===== config.mk =====
export PLATFORM = sky130hd
export DESIGN_NAME = fetch_queue
export DESIGN_NICKNAME = d
export VERILOG_FILES = /design/src/rtl/fetch_queue.sv
export SDC_FILE = /design/constraint.sdc
export NUM_CORES = 2
export LEC_CHECK = 0
export CORE_MARGIN = 1
export CORE_UTILIZATION = 62
export CTS_CLUSTER_DIAMETER = 150
export CTS_CLUSTER_SIZE = 25
export DETAILED_ROUTE_END_ITERATION = 8
export GPL_ROUTABILITY_DRIVEN = 0
export PLACE_DENSITY = 0.83
export SYNTH_ARGS = -nofsm -noshare
export SYNTH_HDL_FRONTEND = slang
export SYNTH_SLANG_ARGS = --single-unit
export TNS_END_PERCENT = 5

===== constraint.sdc =====
create_clock -name clk_in -period 17.1 [get_ports clk_in]
set_input_delay 3.42 -clock clk_in [delete_from_list [all_inputs] [get_ports clk_in]]
set_output_delay 3.42 -clock clk_in [all_outputs]
set_load 0.01 [all_outputs]

===== src/rtl/fetch_queue.sv =====
// Instruction fetch queue: circular buffer between fetch and decode that
// accepts and presents up to SUPER_SCALAR_WIDTH instructions per cycle.
module fetch_queue #(
    parameter int INSTRUCTION_WIDTH  = 32,
    parameter int SUPER_SCALAR_WIDTH = 2,
    parameter int DEPTH              = 8
) (
    input  logic                                         clk_in,
    input  logic                                         rst_N_in,
    input  logic                                         enq_valid_in,
    input  logic [$clog2(SUPER_SCALAR_WIDTH+1)-1:0]      enq_count_in,
    input  logic [SUPER_SCALAR_WIDTH*INSTRUCTION_WIDTH-1:0] enq_instr_in,
    input  logic [63:0]                                  enq_pc_in,
    output logic                                         enq_ready_out,
    input  logic                                         flush_in,
    output logic                                         deq_valid_out,
    output logic [$clog2(SUPER_SCALAR_WIDTH+1)-1:0]      deq_count_out,
    output logic [SUPER_SCALAR_WIDTH*INSTRUCTION_WIDTH-1:0] deq_instr_out,
    output logic [SUPER_SCALAR_WIDTH*64-1:0]             deq_pc_out,
    input  logic                                         deq_ready_in,
    output logic [$clog2(DEPTH+1)-1:0]                   occupancy_out
);

    localparam int W  = SUPER_SCALAR_WIDTH;
    localparam int IW = INSTRUCTION_WIDTH;
    localparam int CW = $clog2(W + 1);
    localparam int PW = $clog2(DEPTH);
    localparam int OW = $clog2(DEPTH + 1);

    logic [PW-1:0] r_head;
    logic [PW-1:0] r_tail;
    logic [OW-1:0] r_occ;
    logic [IW-1:0] r_mem_instr [DEPTH];
    logic [63:0]   r_mem_pc    [DEPTH];

    logic [OW-1:0] w_free;
    logic [CW-1:0] w_enq_cnt;
    logic [CW-1:0] w_deq_cnt;
    logic          w_enq_fire;
    logic          w_deq_fire;
    logic [OW-1:0] w_enq_add;
    logic [OW-1:0] w_deq_sub;

    // Ready depends only on registered occupancy, never on the consumer.
    assign w_free        = OW'(DEPTH) - r_occ;
    assign enq_ready_out = (w_free >= OW'(W));

    assign w_enq_cnt  = (enq_count_in > CW'(W)) ? CW'(W) : enq_count_in;
    assign w_enq_fire = enq_valid_in & enq_ready_out & (w_enq_cnt != '0) & ~flush_in;

    assign w_deq_cnt     = (r_occ >= OW'(W)) ? CW'(W) : CW'(r_occ);
    assign deq_valid_out = (r_occ != '0);
    assign deq_count_out = w_deq_cnt;
    assign w_deq_fire    = deq_valid_out & deq_ready_in & ~flush_in;

    assign w_enq_add = w_enq_fire ? OW'(w_enq_cnt) : '0;
    assign w_deq_sub = w_deq_fire ? OW'(w_deq_cnt) : '0;

    always_ff @(posedge clk_in or negedge rst_N_in) begin
        if (!rst_N_in) begin
            r_head <= '0;
            r_tail <= '0;
            r_occ  <= '0;
        end else if (flush_in) begin
            r_head <= '0;
            r_tail <= '0;
            r_occ  <= '0;
        end else begin
            r_tail <= r_tail + PW'(w_enq_add);
            r_head <= r_head + PW'(w_deq_sub);
            r_occ  <= r_occ + w_enq_add - w_deq_sub;
        end
    end

    // Storage is not reset; occupancy alone decides which entries are live.
    always_ff @(posedge clk_in) begin
        for (int i = 0; i < W; i++) begin
            if (w_enq_fire && (CW'(i) < w_enq_cnt)) begin
                r_mem_instr[r_tail + PW'(i)] <= enq_instr_in[i*IW +: IW];
                r_mem_pc[r_tail + PW'(i)]    <= enq_pc_in + 64'(4 * i);
            end
        end
    end

    always_comb begin
        deq_instr_out = '0;
        deq_pc_out    = '0;
        for (int i = 0; i < W; i++) begin
            if (CW'(i) < w_deq_cnt) begin
                deq_instr_out[i*IW +: IW] = r_mem_instr[r_head + PW'(i)];
                deq_pc_out[i*64 +: 64]    = r_mem_pc[r_head + PW'(i)];
            end
        end
    end

    assign occupancy_out = r_occ;

endmodule


==> impl_results.md <==
* Synth cell types at between 40 and 50
* # DRC at 0
* TritonCTS clock tree: done
* Post-DP HPWL at 84020 µm
* Commonest non-fill, non-tap cell in the layout: nand2_1
* Average routed wire per standard cell at 28.31 µm
* Port buffer count at 334
* Filler instances at 5098
* Ys async rst share at 0.01285
* Post-Syn Area at about 47000 µm²
* Final worst path period share at 0.5481
* Final WL at 144400 µm
* # rows at 100
* CTS Root Cell: clkbuf_16
* DR vias/cell at slightly below 7
* Max Freq at 106.7 MHz
* Die Y at 278.0 µm
* Maximum fanout along the worst path at 96
* Layout cells sized above 1 at 0.1321
* Hold Fails Final Rpt at 0
* Flops & latches, synth at 778
* Remaining global-route overflow at 0
* Cts bufs inserted at 37
* Worst slew pin tran at 1.302 ns
* Post-CTS Setup Inserts at 0
* Most used flip-flop cell after synthesis: edfxtp_1
* Clock tree sinks at 778
* Hold Path Class: reg -> reg
* Sequential share of the synthesized area at 0.4937
* CP endpoint kind: output port
* Clock slew at reported path FFs at around 0.10 ns
* Worst VDD drop at 0.0001219 V
* Vias at 35150
* Worst Setup Path Type: reg -> out
* Status: completed
* Starting Density at 0.6301
* Antenna-violating nets left at 0
* Worst Skew at around 0.019 ns
* Synth Warn # at 0
* Setup TNS at 0 ns
* Commonest non-fill, non-tap cells in the layout: nand2_1, edfxtp_1, nor2_1, mux4_2, xor2_1
* Cts repair resizes at 0
* Total GRT Usage at 0.3720
* Non-Filler Instances at a little over 5000
* Number of global-route vias before repair at 34726
* Req. time, crit path at 13.68 ns
* Drt first pass iters at 8
* Leakage at ~17 nW
* First-pass GRT wire length at 213200 µm
* DP Cell Count at between 5000 and 6000
* Total power at 5.411 mW
* Fin nets at around 4300
* DRT iter0 DRCs at 5634
* Clock latency on the worst-skew pair at 0.64 ns
* Worst slew margin at 0.1271
* H-tree levels at 2
* Die area at 77270 µm²
* Initial antenna violation count at 13
* Core area at 74950 µm²
* Mapped Cells at 4065
* EDFF count, synth at ~770
* Die W at 278.0 µm
* Avg Cell Area, Syn at 11.62 µm²
* Setup Viol. Count Final at 0
* CP Launch Type: flop
* Max_cap viols at 0
* Post-Syn Nets at ~4200
* Crit path DAT at just under 6 ns
* RSZ-0062 raised after global routing: false
* Area Growth Syn to Fin at 9.907%
* Max Slew Vio Count at 0
* Clock Path Buffers at 3
* Num ports at 335
* Hold buffer count at CTS at 0
* Largest net degree at the start of global routing at 97
* Minimum clock period after layout at 9.373 ns
* PD cells at between 100 and 150 nW/µm²
## per-layer routing
layer  GRT usage  share of wire
met4      0.2064          0.062
met1      0.4819           0.33
met3     0.06901           0.14
met2      0.5976           0.47
met5           0        0.00024
## report_power, final
part | internal (mW) | switching [mW] | total (mW)
Combinational | 0.936 | 1.17 | 2.11
Sequential | 2.21 | 0.0606 | 2.27
Clock | 0.420 | 0.618 | 1.04
## path summary, 6_finish.rpt
path                             startpoint            endpoint  slack, ns  cells past startpoint
max in group asynchronous          rst_N_in           r_head[1]      13.55                      1
min                               r_tail[2]           r_tail[2]       0.64                      2
min reg2reg                       r_tail[2]           r_tail[2]       0.64                      2
max reg2reg                occupancy_out[0]  r_mem_instr[3][18]      12.52                     10
max                               r_head[1]      deq_pc_out[98]       7.73                      7
min in group asynchronous          rst_N_in    occupancy_out[0]       3.14                      1
## cells in the mapped netlist, types with 5 or more instances
library cell     n  area [µm²]
a211o_1          8       70.07
a211oi_2         8       100.1
a21oi_1         97       485.5
and3_1           6       37.54
buf_1           71       266.5
buf_2           70       350.3
buf_4           34       255.2
clkbuf_1       177       664.4
clkbuf_2        34       170.2
dfrtp_1         10       250.2
edfxtp_1       768       23060
ha_1            13       162.7
inv_1           16       60.06
mux2i_1         96       960.9
mux4_2         384        8648
nand2_1       1085        4073
nand3_1         43       215.2
nand4_1         42       262.8
nor2_1         430        1614
nor2_4           7       78.83
nor2b_1          6       37.54
nor3_1          96       480.5
nor3_2           5       50.05
nor4_1          13       81.33
o21ai_0          5       25.02
xnor2_1        142        1244
xor2_1         355        3109
## final cells by class
class	instances	area, µm²	area share
inverters	20	75.07	0.001446
flip-flops and latches	778	23320	0.4494
clock inverters	2	38.79	0.0007473
well taps	969	1212	0.02336
multi-input cells	2878	22410	0.4318
diodes	14	35.03	0.0006750
repair buffers	394	3806	0.07334
clock buffers	45	998.5	0.01924
## metrics by stage
step / utilization / hold slack (ns) / instance area, µm² / setup WS [ns]
detailed placement: 0.6782 / 0.6114 / 50830 / 8.389
floorplan: - / 0.5531 / 47220 / 5.431
global route: 0.6924 / 0.7058 / 51890 / 7.402
finish: 0.6925 / 0.6441 / 51900 / 7.727
CTS: 0.6920 / 0.6363 / 51860 / 7.730
global placement: 0.6782 / 0.6006 / 50830 / 8.478
## worst max-delay path, stage by stage, from the launching register on
cell             delay [ns]
dfrtp_4                0.77
ha_4                   1.13
buf_4                  0.93
buf_12                 0.60
mux4_2                 0.37
nand2_1                0.06
a21oi_1                0.50
clkdlybuf4s50_1        0.64
## registers in the layout (all words and copies together) (netlist names)
signal	cells
occupancy_out	4
r_head	3
r_tail	3
r_mem_pc	512
r_mem_instr	256
## cells by family (layout without fill, tap and decap cells)
family,count (synthesis),in the layout,synth area share
adder cells (fa/ha/maj),17,17,0.005140
XOR/XNOR,497,497,0.09218
flip-flops,778,778,0.4937
AND/OR/NAND/NOR,1760,1760,0.1517
buffers and inverters,409,461,0.03845
other,0,14,0
AO/OA/AOI/OAI,124,124,0.01537
multiplexers,480,480,0.2035
Power figures use the tool's default switching activity.
